===== src/rtl/seq_ram_loader_pkg.sv =====
// Shared types and constants for the sequencer RAM loader.
package seq_ram_loader_pkg;
  localparam int         BYTES_PER_WORD = 4;
  localparam int         DATA_W         = 32;
  localparam logic [3:0] BE_ALL         = 4'hF;

  typedef enum logic [2:0] {
    IDLE,
    FILL,
    WRITE,
    VERIFY,
    DRAIN,
    FIN
  } state_t;
endpackage


===== src/rtl/seq_ram_byte_packer.sv =====
// Little-endian byte-to-word assembler; word_valid flags the beat that completes a word.
module seq_ram_byte_packer
  import seq_ram_loader_pkg::*;
(
  input  logic              clk,
  input  logic              reset,
  input  logic              clear,
  input  logic              beat,
  input  logic [7:0]        octet,
  output logic              word_valid,
  output logic [DATA_W-1:0] word
);
  localparam logic [1:0] LAST_LANE = 2'(BYTES_PER_WORD - 1);

  logic [1:0] byte_cnt;

  always_ff @(posedge clk) begin
    if (reset || clear) begin
      byte_cnt <= '0;
      word     <= '0;
    end else if (beat) begin
      word[{byte_cnt, 3'b000} +: 8] <= octet;
      byte_cnt                      <= byte_cnt + 2'd1;
    end
  end

  assign word_valid = beat && (byte_cnt == LAST_LANE);
endmodule


===== src/rtl/seq_ram_loader.sv =====
// Avalon-MM master loading the sequencer RAM from a byte stream.
// Read-back verification is built only when SEQ_RAM_LOADER_READBACK_EN is defined.
module seq_ram_loader
  import seq_ram_loader_pkg::*;
#(
  parameter int ADDR_W = 9,
  parameter int DEPTH  = 512
) (
  input  logic              clk,
  input  logic              reset,
  input  logic              start,
  input  logic [ADDR_W:0]   word_count,
  input  logic [7:0]        s_data,
  input  logic              s_valid,
  output logic              s_ready,
  output logic [ADDR_W-1:0] avm_address,
  output logic              avm_chipselect,
  output logic              avm_write,
  output logic [3:0]        avm_byteenable,
  output logic [DATA_W-1:0] avm_writedata,
  output logic              avm_clken,
  input  logic [DATA_W-1:0] avm_readdata,
  output logic              busy,
  output logic              done,
  output logic              pass,
  output logic [DATA_W-1:0] checksum
);
  localparam logic [ADDR_W:0] DEPTH_N = (ADDR_W + 1)'(DEPTH);

  state_t              state, state_nxt;
  logic [ADDR_W:0]     n;
  logic [ADDR_W-1:0]   addr;
  logic                last_addr;
  logic                word_valid;
  logic [DATA_W-1:0]   word;

  seq_ram_byte_packer u_packer (
    .clk        (clk),
    .reset      (reset),
    .clear      (state == IDLE && start),
    .beat       (s_valid && s_ready),
    .octet      (s_data),
    .word_valid (word_valid),
    .word       (word)
  );

  assign last_addr      = ({1'b0, addr} == n - 1'b1);
  assign avm_address    = addr;
  assign avm_writedata  = word;
  assign avm_byteenable = BE_ALL;
  assign avm_clken      = 1'b1;

  always_comb begin
    state_nxt      = state;
    s_ready        = 1'b0;
    avm_chipselect = 1'b0;
    avm_write      = 1'b0;
    case (state)
      IDLE:  if (start) state_nxt = (word_count == '0) ? FIN : FILL;
      FILL: begin
        s_ready = 1'b1;
        if (word_valid) state_nxt = WRITE;
      end
      WRITE: begin
        avm_chipselect = 1'b1;
        avm_write      = 1'b1;
`ifdef SEQ_RAM_LOADER_READBACK_EN
        state_nxt      = last_addr ? VERIFY : FILL;
`else
        state_nxt      = last_addr ? FIN : FILL;
`endif
      end
`ifdef SEQ_RAM_LOADER_READBACK_EN
      VERIFY: begin
        avm_chipselect = 1'b1;
        if (last_addr) state_nxt = DRAIN;
      end
      DRAIN: state_nxt = FIN;
`endif
      FIN:     state_nxt = IDLE;
      default: state_nxt = IDLE;
    endcase
  end

`ifdef SEQ_RAM_LOADER_READBACK_EN
  // rd_vld marks the cycle in which readdata belongs to a read issued last cycle.
  logic              rd_vld;
  logic [DATA_W-1:0] vsum;

  always_ff @(posedge clk) begin
    if (reset) begin
      rd_vld <= 1'b0;
      vsum   <= '0;
    end else begin
      rd_vld <= (state == VERIFY);
      if (state == IDLE && start) vsum <= '0;
      else if (rd_vld)            vsum <= vsum + avm_readdata;
    end
  end

  wire verify_ok = (vsum == checksum);
`else
  wire verify_ok = 1'b1;
  logic unused_readdata;
  assign unused_readdata = ^avm_readdata;
`endif

  always_ff @(posedge clk) begin
    if (reset) begin
      state    <= IDLE;
      n        <= '0;
      addr     <= '0;
      checksum <= '0;
      pass     <= 1'b0;
      busy     <= 1'b0;
      done     <= 1'b0;
    end else begin
      state <= state_nxt;
      done  <= 1'b0;
      case (state)
        IDLE: if (start) begin
          n        <= (word_count > DEPTH_N) ? DEPTH_N : word_count;
          addr     <= '0;
          checksum <= '0;
          pass     <= 1'b0;
          busy     <= 1'b1;
        end
        WRITE: begin
          checksum <= checksum + word;
          addr     <= last_addr ? '0 : addr + 1'b1;
        end
        VERIFY: if (!last_addr) addr <= addr + 1'b1;
        FIN: begin
          pass <= verify_ok;
          busy <= 1'b0;
          done <= 1'b1;
        end
        default: ;
      endcase
    end
  end
endmodule


===== config.mk =====
export PLATFORM = sky130hd
export DESIGN_NAME = seq_ram_loader
export DESIGN_NICKNAME = d
export VERILOG_FILES = /design/src/rtl/seq_ram_loader_pkg.sv /design/src/rtl/seq_ram_byte_packer.sv /design/src/rtl/seq_ram_loader.sv
export SDC_FILE = /design/constraint.sdc
export NUM_CORES = 1
export LEC_CHECK = 0
export CORE_MARGIN = 10
export CORE_UTILIZATION = 41
export CTS_CLUSTER_DIAMETER = 50
export CTS_CLUSTER_SIZE = 40
export DETAILED_ROUTE_END_ITERATION = 8
export GPL_TIMING_DRIVEN = 1
export PLACE_DENSITY = 0.69
export SKIP_LAST_GASP = 1
export SLEW_MARGIN = 10
export SYNTH_ARGS = -nofsm -noshare
export SYNTH_HDL_FRONTEND = slang
export SYNTH_HIERARCHICAL = 1
export SYNTH_SLANG_ARGS = --single-unit
export TNS_END_PERCENT = 1

===== constraint.sdc =====
create_clock -name clk -period 3.2 [get_ports clk]
set_input_delay 0.64 -clock clk [delete_from_list [all_inputs] [get_ports clk]]
set_output_delay 0.64 -clock clk [all_outputs]
set_load 0.02 [all_outputs]

-- Yosys cells after proc, flatten, opt, wreduce, memory -nomap -nowiden
Index checks and enable logic that the tools add are counted.
- bits of input ports: 54
- register bits after elaboration: 91
- RAM bits: 0
- memory bits (read-only): 0
- memories: 0
- bits in latches: 0
- logic and storage cells: 60
- output and inout bits: 84
- shift-type cells: 2
- multiplexer cells: 20
- reduce and logical (&&, ||, !) cells: 14
- $lt $le $gt $ge: 1
- multipliers: 0
- equal/unequal tests: 9
- bitwise operators: 0
- divide/modulo/power cells: 0
- $add $sub $neg: 5
- operators with widths (kind ; count):
    $pmux 32 s2 ; 1
    $add 32x32->32 ; 1
    $bwmux 32 ; 1
    $mux 32 ; 1
    $shift 8x7->32 const A ; 1
    $shiftx 8x7->32 ; 1
    $mux 9 ; 3
    $pmux 9 s3 ; 1
    $mux 3 ; 4
    $eq 9x10->1 ; 1
    $gt 10x10->1 const B ; 1
    $logic_not 10->1 ; 1
    $mux 10 ; 1
    $sub 10x1->10 const B ; 1
    $add 9x1->9 const B ; 1
    $pmux 3 s3 ; 1
    $reduce_and 2->1 ; 4
    $neg 5->7 ; 1
    $eq 3x2->1 const B ; 2
    $mux 1 ; 5
    $ne 2x2->1 const B ; 2
    $pmux 1 s2 ; 2
    $reduce_bool 2->1 ; 2
    $eq 3x1->1 const B ; 1
    other kinds (9) ; 11

-- Longest topological paths before layout
Gate-level depths: netlist of run 1.
- depth in word-level cells: 6
- depth in mapped cells: 11
- depth with buffers taken out: 11

-- Modules after synthesis
The synthesis of run 1 kept the hierarchy.
- modules (own cells, without submodules) (module ; cells an instance ; times used ; area an instance (um2) ; sequential area each (um2)):
    seq_ram_loader ; 485 ; 1 ; 3995.1 ; 1141.1
    seq_ram_byte_packer ; 149 ; 1 ; 1392.6 ; 680.7

-- Least setup slack after synthesis of run 1
OpenSTA, ideal clock, no wires.
- path type: flip-flop to flip-flop
- start point: register u_packer.word[0]
- end point: register checksum[30]
- buffers on the path: 0
- slack: 442 ps
- required time: 3083 ps
- period minus slack after synthesis: 2758 ps
- stages on the path, launching flop included: 12
- data arrival time: 2641 ps
- setup time: 117 ps
- path through: dfxtp_1 > ha_1 > fa_1 > a211oi_1 > o21ai_1 > a22oi_2 > a41oi_2 > a211oi_2 > o221ai_1 > a21oi_1 > xnor2_1 > a22o_1
- longest elaborated chain between the ends: 2
- RTL lines (what ; RTL line ; text):
    start, declared ; seq_ram_byte_packer.sv:11 ; output logic [DATA_W-1:0] word
    start signal, assigned by index ; seq_ram_byte_packer.sv:22 ; word[{byte_cnt, 3'b000} +: 8] <= octet;
    $add 32x32->32 ; seq_ram_loader.sv:129 ; checksum <= checksum + word;
    $pmux 32 s2 ; seq_ram_loader.sv:120 ; case (state)
    end signal, assigned ; seq_ram_loader.sv:129 ;
    end, declared ; seq_ram_loader.sv:26 ; output logic [DATA_W-1:0] checksum
Every way passes these cells.
A chain may end at the register's enable or synchronous reset.

-- Worst setup path after layout of run 1
Same ends and word-level chain as after synthesis.

==> results of run 1 <==
[worst max-delay path: stages, from the launching register on]
cell,delay (ns)
dfxtp_1,0.33
ha_1,0.23
fa_1,0.43
a211oi_1,0.27
o21ai_1,0.17
a22oi_2,0.27
a41oi_2,0.21
a211oi_2,0.36
o221ai_1,0.18
a21oi_1,0.20
xnor2_1,0.08
a22o_1,0.19
[power by group through the flow]
stage          sequential [mW]  clock (mW)  combinational [mW]
2_1_floorplan             1.18           0               0.139
3_3_place_gp              1.18           0               0.214
3_5_place_dp              1.18           0               0.218
4_1_cts                   1.16        1.19               0.219
5_1_grt                   1.16        1.25               0.239
6_report                  1.16        1.17               0.220
[synthesized netlist by cell type (all sizes together) (4+ instances only)]
master	number
dfxtp	91
nor2	68
a21oi	66
nand2	59
ha	38
xnor2	34
nand4	30
a22oi	23
inv	19
clkbuf	18
buf	17
nand3	17
o21ai	15
a21o	12
xor2	11
a32o	10
a31oi	8
nand3b	8
nor3	7
a22o	6
and2	5
and3	5
o21a	5
o21bai	5
nand2b	4
or3	4
[kinds of logic (layout without fill, tap and decap cells)]
kind of cell | count (synthesis) | count (layout) | synth area share (%)
and+or+nand+nor | 224 | 224 | 21.4
AOI/OAI and AO/OA | 175 | 175 | 22.8
DFF | 91 | 91 | 33.8
buffers and inverters | 56 | 148 | 4.85
xor gates and xnor gates | 45 | 45 | 7.32
adders and majority gates | 39 | 39 | 9.20
muxes | 3 | 3 | 0.581
other | 1 | 5 | 0.0696
[state kept, by name, summed over array words and instances, names as in the netlist]
| name | count |
|---|---|
| avm_address | 9 |
| pass | 1 |
| state | 3 |
| done | 1 |
| n | 10 |
| u_packer/word | 32 |
| busy | 1 |
| checksum | 32 |
| u_packer/byte_cnt | 2 |
[metrics by stage]
stage                     power [mW]  cell area (µm²)  utilization, %
after global routing            2.65             6860            53.9
after detailed placement        1.40             6520            51.3
after CTS                       2.57             6850            53.8
final                           2.55             6860            53.9
after floorplan                 1.32             5400               -
after global placement          1.40             6520            51.3
[area by class of cell]
class                           instances  area (µm²)
Fill cell                            1225        5870
Multi-Input combinational cell        491        3330
Sequential cell                        91        1820
Timing Repair Buffer                  111        1080
Clock buffer                           12         256
Tap cell                              172         215
Inverter                               21        78.8
Clock inverter                          4        72.6
[metal layers]
| metal | GRT usage (%) | part of all wire, % |
|---|---|---|
| met1 | 21.5 | 45 |
| met2 | 28.4 | 48 |
| met3 | 4.08 | 5.5 |
| met4 | 7.50 | 2.1 |
| met5 | 0 | 0 |
[final timing paths]
kind | endpoint | slack (ns)
setup reg to reg | checksum[30]$_SDFFE_PP0P_ | 0.18
hold reg to reg | pass$_SDFFE_PP0P_ | 0.45
hold / removal | pass$_SDFFE_PP0P_ | 0.45
setup / recovery | checksum[30]$_SDFFE_PP0P_ | 0.18
[layout by cell type, fill, tap and decap left out, types with 6 or more instances in the layout]
master / Yosys / final
a32o_2: 8 / 8
a22o_1: 6 / 6
nor2_1: 67 / 66
dfxtp_1: 91 / 91
nand3_1: 17 / 17
o21ai_0: 14 / 14
clkbuf_16: 0 / 9
inv_1: 19 / 19
xnor2_1: 34 / 34
ha_1: 38 / 38
a21o_1: 12 / 12
buf_4: 6 / 11
clkdlybuf4s50_1: 0 / 100
nand3b_1: 8 / 8
xor2_1: 11 / 11
a21oi_1: 64 / 64
nand4_1: 30 / 30
nand2_1: 58 / 58
a31oi_1: 8 / 8
a22oi_1: 22 / 22
==> results.md, run 1 <==
- The run finished with clean final reports.
- The die is 135 µm wide.
- Summed over all instances, the cell type with the most area after synthesis is dfxtp_1.
- The remaining max-slew budget at the tightest pin is 48.7%.
- Clock tree synthesis selected as its root buffer the cell clkbuf_16.
- In this run, flip-flops and latches consume 45.4% of the power.
- The largest net degree at the start of global routing is 27.
- The final estimated routing congestion in global placement is 0.949.
- The finished layout holds 902 standard cells, fillers aside.
- During placement, the flow inserted port buffers numbering 100.
- The synthesized cell area is 0.00539 mm².
- In the post-route analysis, the smallest setup slack over all paths is 0.177 ns.
- The most used flip-flop cell after synthesis is dfxtp_1.
- The growth of design area from synthesis to finish is 27.2%.
- The standby leakage power is 2.65 nW.
- STA puts the critical path data required time at 3.44 ns.
- Post-CTS timing repair inserted 0 buffers for setup.
- The total via count after detailed routing is 5081.
- The internal power component is 1.95 mW.
- The relative contribution of combinational cells to total power is 8.7%.
- The tool flagged a number of max-cap violations equal to 0.
- The share of synthesized area occupied by flip-flops and latches is 33.8%.
- The beginning of the worst hold path is pass$_SDFFE_PP0P_.
- The startpoint identified for the worst register-to-register timing path is u_packer/word[0]$_SDFFE_PP0P_.
- Power spread over the standard cell area amounts to 372 mW/mm².
- The via density per instance is 5.63.
- The critical path is of the reg -> reg type.
- The number of cells on the worst reg-to-reg path is 11.
- The post-CTS clock slew at the launch and capture registers of the worst setup and hold paths is 0.07 ns.
- The startpoint of the worst setup timing path is u_packer/word[0]$_SDFFE_PP0P_.
- Summed over all layers, the global routing overflow is 0.
- The insertion delay to the later sink of the worst-skew pair is 0.35 ns.
- The synthesized design contains 0 enable-type register cells.
- The TritonCTS clock tree is yes.
- The largest fanout on the critical path is 3.
- Counting every instance in the synthesized netlist gives 634.
- The post-cts hold buffer count is 0.
- The global-route wire length before repair is 26100 µm.
- At the placement stage, the worst setup path has a slack of 0.249 ns.
- Of the available clock period, the critical path in the final layout requires 94.5%.
- The boundary pin count is 138.
- After routing, the total negative slack on setup checks comes to 0 ns.
- The detail-routed net length per standard cell is 17.6 µm.
- For the pin with the worst max-slew slack, the measured transition is 0.766 ns.
- The number of clock buffers added by TritonCTS is 9.
- Counting flops with an async set or reset pin after synthesis yields a share of 0%.
- Once detail routing completed, the nets flagged for antenna violations numbered 0.
- The initial antenna violation count is 0.
- The worst setup path is launched from a register.
- The all-layer global routing usage is 17.4%.
- The final number of max-transition violations is 0.
- The worst voltage drop across the vdd grid is 0.000262 V.
- The total count of hold-check failures in the final report was 0.
- The class of the tightest hold or removal check is reg -> reg.
- For this run, design rule violations remaining after detail routing come to 0.
- The routed design has 15800 µm of wire.
- The number of diodes added for antenna fixing is 0.
- Yosys attributes the largest share of cell area to dfxtp_1, ha_1, a21oi_1, xnor2_1, nor2_1.
- Setup repair after global routing left no endpoint under its margin.
- The final critical delay including setup and external delays is 3.02 ns.
- The total die area is 0.0181 mm².
- The share of post-route cells with drive strength above 1 is 7.26%.
- The depth of the worst hold-timing path is 1.
- The clock drives 91 sinks.
- Clock skew on the completed layout was measured at 0.00608 ns.
- Yosys printed 6 warnings.
- The via count of the first global-routing pass is 5104.
- From bottom edge to top edge, the die measures 135 µm.
- The effective utilization at floorplan is 42.3%.
- The net switching component of the power is 0.595 mW.
- The floorplan step defined a core boundary enclosing 0.0127 mm².
- The data arrival time of the critical path is 3.27 ns.
- Net switching is 23.4% of the power.
- Averaged over all synthesized cells, the footprint is 8.50 µm².
- Synthesis instantiated 71 different standard cells from the library.
- The number of placed instances, taps included, is 886.
- The HPWL reported at the end of detailed placement is 12100 µm.
- The buffer depth of the longest clock path is 2.
- The final count of negative-setup-slack endpoints is 0.
- After synthesis the netlist holds a flip-flop and latch count of 91.
- The final net count is 818.
- The H-tree was split into 3 levels.
- In this run the biggest area consumer among cell types represents 33.8% of the synthesized area.
- The iteration count of the initial detailed-routing pass is 5.
- The maximum clock frequency is 331 MHz.
- The placement row count is 41.
- STA classifies the critical path endpoint as a register.
- The power share of the clock group is 45.9%.
- The total of cells resized after clock tree synthesis is 0.
- After the first detailed-routing iteration, the DRC count stood at 350.
- The worst slack on hold paths is 0.453 ns.
(Power assumes the default switching activity.)
==> run 2: changes to the inputs <==
--- a/config.mk
+++ b/config.mk
@@ -12,6 +12,7 @@
 export DETAILED_ROUTE_END_ITERATION = 8
 export GPL_TIMING_DRIVEN = 1
 export PLACE_DENSITY = 0.69
+export RECOVER_POWER = 25
 export SKIP_LAST_GASP = 1
 export SLEW_MARGIN = 10
 export SYNTH_ARGS = -nofsm -noshare
==> run 2 against run 1 <==
  * Routed wire length up 0.11%
  * Critical path depth unchanged
  * Clock power about the same
  * Die area unchanged
  * Global-route usage unchanged
  * Final cell count unchanged
  * Combinational power about the same
  * Sequential share of layout area about the same
  * Via count up 0.20%
  * Critical endpoint unchanged
  * Critical path type unchanged
  * Total power about the same
  * Utilization down 0.079 points
==> results.md, run 2 (synthesized netlist as in run 1, its figures left out) <==
- The number of diodes added for antenna fixing is 0.
- The total of cells resized after clock tree synthesis is 0.
- The remaining global-route overflow is 0.
- The largest net degree at the start of global routing is 27.
- The library cell used most frequently in the layout, excluding fill and tap cells, is dfxtp_1.
- The detail-routed net length per standard cell is 17.6 µm.
- After routing the design area is 0.00685 mm².
- Summed over all failing endpoints, the final setup total negative slack is 0 ns.
- From synthesis to final layout, the design area changed by 27.1%.
- Data on the critical path arrives at its endpoint at 3.27 ns.
- The TritonCTS clock tree is yes.
- Once detailed placement completed, the half-perimeter wirelength came to 12100 µm.
- The clock sink count is 91.
- The type of origin of the critical path is a register.
- The detailed router finished its first iteration with 344 violations.
- The worst slack on hold paths is 0.448 ns.
- The post-CTS repair timing setup buffer count is 0.
- After clock tree synthesis, the flow added hold-fix buffers numbering 0.
- The width of the chip is 135 µm.
- The floorplan core area is 0.0127 mm².
- The depth of the worst hold-timing path is 1.
- Once the floorplan was initialized, standard cells occupied 42.3% of the core.
- The final wirelength is 15900 µm.
- The worst setup path is captured at a register.
- The share of the cycle needed by the critical path after routing is 94.5%.
- The initial antenna violation count is 0.
- After detailed routing, the number of remaining DRC violations is 0.
- The largest fanout on the critical path is 3.
- Setup violations remaining at the end of the flow were counted as 0.
- The largest registers in the layout are checksum x32, u_packer/word x32, n x10.
- The remaining max-slew budget at the tightest pin is 25.7%.
- For this run, the post-layout net count is 818.
- The post-CTS clock slew at the launch and capture registers of the worst setup and hold paths is 0.07 ns.
- The floorplan die height is 135 µm.
- The most critical setup path has its startpoint at u_packer/word[0]$_SDFFE_PP0P_.
- The startpoint identified for the worst hold timing path is pass$_SDFFE_PP0P_.
- The final critical delay including setup and external delays is 3.02 ns.
- The number of buffers inserted during clock tree synthesis is 9.
- The setup clock skew after layout is 0.00649 ns.
- The total power is 2.55 mW.
- Prior to clock tree synthesis, the placed netlist has a worst setup slack of 0.249 ns.
- The filler cell count is 1228.
- The count of port buffers added during placement is 100.
- The via count of the first global-routing pass is 5104.
- The worst voltage drop across the vdd grid is 0.000262 V.
- For the pin with the worst max-slew slack, the measured transition is 1.11 ns.
- The class of the tightest hold or removal check is reg -> reg.
- STA puts the critical path data required time at 3.45 ns.
- The die covers 0.0181 mm².
- The tree is rooted in a clkbuf_16.
- For this run, the top clock speed supported by timing is 331 MHz.
- The iteration count of the initial detailed-routing pass is 5.
- The critical setup path kind is reg -> reg.
- The final estimated routing congestion in global placement is 0.949.
- Setup slack on the critical path of the routed design comes to 0.176 ns.
- The count of antenna-violating nets left after detailed routing is 0.
- The share of post-route cells with drive strength above 1 is 6.99%.
- The all-layer global routing usage is 17.4%.
- Using the TritonRoute via totals, the vias-per-cell ratio works out to 5.64.
- The total via count after detailed routing is 5091.
- The first global-routing pass estimated 26100 µm of wire.
- The instance area after placement is 0.00652 mm².
- Setup repair after global routing left no endpoint under its margin.
- The longest clock path from root to sink contains 2 buffers.
- In the layout the commonest cells are dfxtp_1, clkdlybuf4s50_1, nor2_1.
- In this run the core area contains 41 standard-cell rows.
- The total count of hold-check failures in the final report came to 0.
- In this run the power density over the cells is 372 mW/mm².
- The final number of max-transition violations is 0.
- The run finished with clean final reports.
- During I/O placement, the number of pins put on the boundary was 138.
- In this run the static leakage power is 2.74 nW.
- The CTS H-tree depth is 3.
- The tool flagged a number of max-cap violations equal to 0.
- The reg-to-reg startpoint is u_packer/word[0]$_SDFFE_PP0P_.
- The cell depth of the worst flop-to-flop path is 11.
- The clock reaches the later pin of the worst-skew pair after 0.35 ns.
run 2: power by group:
group / total (mW) / leakage, nW / internal, mW / switching (mW)
clock: 1.17 / 0.159 / 0.726 / 0.446
combinational: 0.218 / 1.85 / 0.0811 / 0.137
sequential: 1.16 / 0.734 / 1.14 / 0.0146
total: 2.55 / 2.74 / 1.95 / 0.597
run 2: path summary, 6_finish.rpt:
check / end / slack [ns]
worst max-delay path: checksum[30]$_SDFFE_PP0P_ / 0.18
worst min-delay path: pass$_SDFFE_PP0P_ / 0.45
worst max register to register: checksum[30]$_SDFFE_PP0P_ / 0.18
worst min register to register: pass$_SDFFE_PP0P_ / 0.45
run 2: metal layers:
layer,global-route usage [%],routed length [µm]
met3,4.08,899
met4,7.50,341
met5,0,0
met2,28.4,7520
met1,21.5,7100
run 2: stage by stage:
stage               cells  util (%)
floorplan             638         -
global placement      886      51.3
detailed placement    886      51.3
CTS                   902      53.8
global route          902      53.8
finish                902      53.8
run 2: final cells by class:
type / instances / area (µm²) / area share [%]
Multi-Input combinational cell: 491 / 3330 / 48.6
Sequential cell: 91 / 1820 / 26.6
Timing Repair Buffer: 111 / 1070 / 15.7
Clock buffer: 12 / 256 / 3.75
Tap cell: 172 / 215 / 3.14
Inverter: 21 / 78.8 / 1.15
Clock inverter: 4 / 72.6 / 1.06
run 2: worst max-delay path, stage by stage (launching register included):
cell and delay, ns:
dfxtp_1 0.33, ha_1 0.23, fa_1 0.43, a211oi_1 0.27, o21ai_1 0.17, a22oi_2 0.27
a41oi_2 0.21, a211oi_2 0.36, o221ai_1 0.18, a21oi_1 0.20, xnor2_1 0.08, a22o_1 0.19
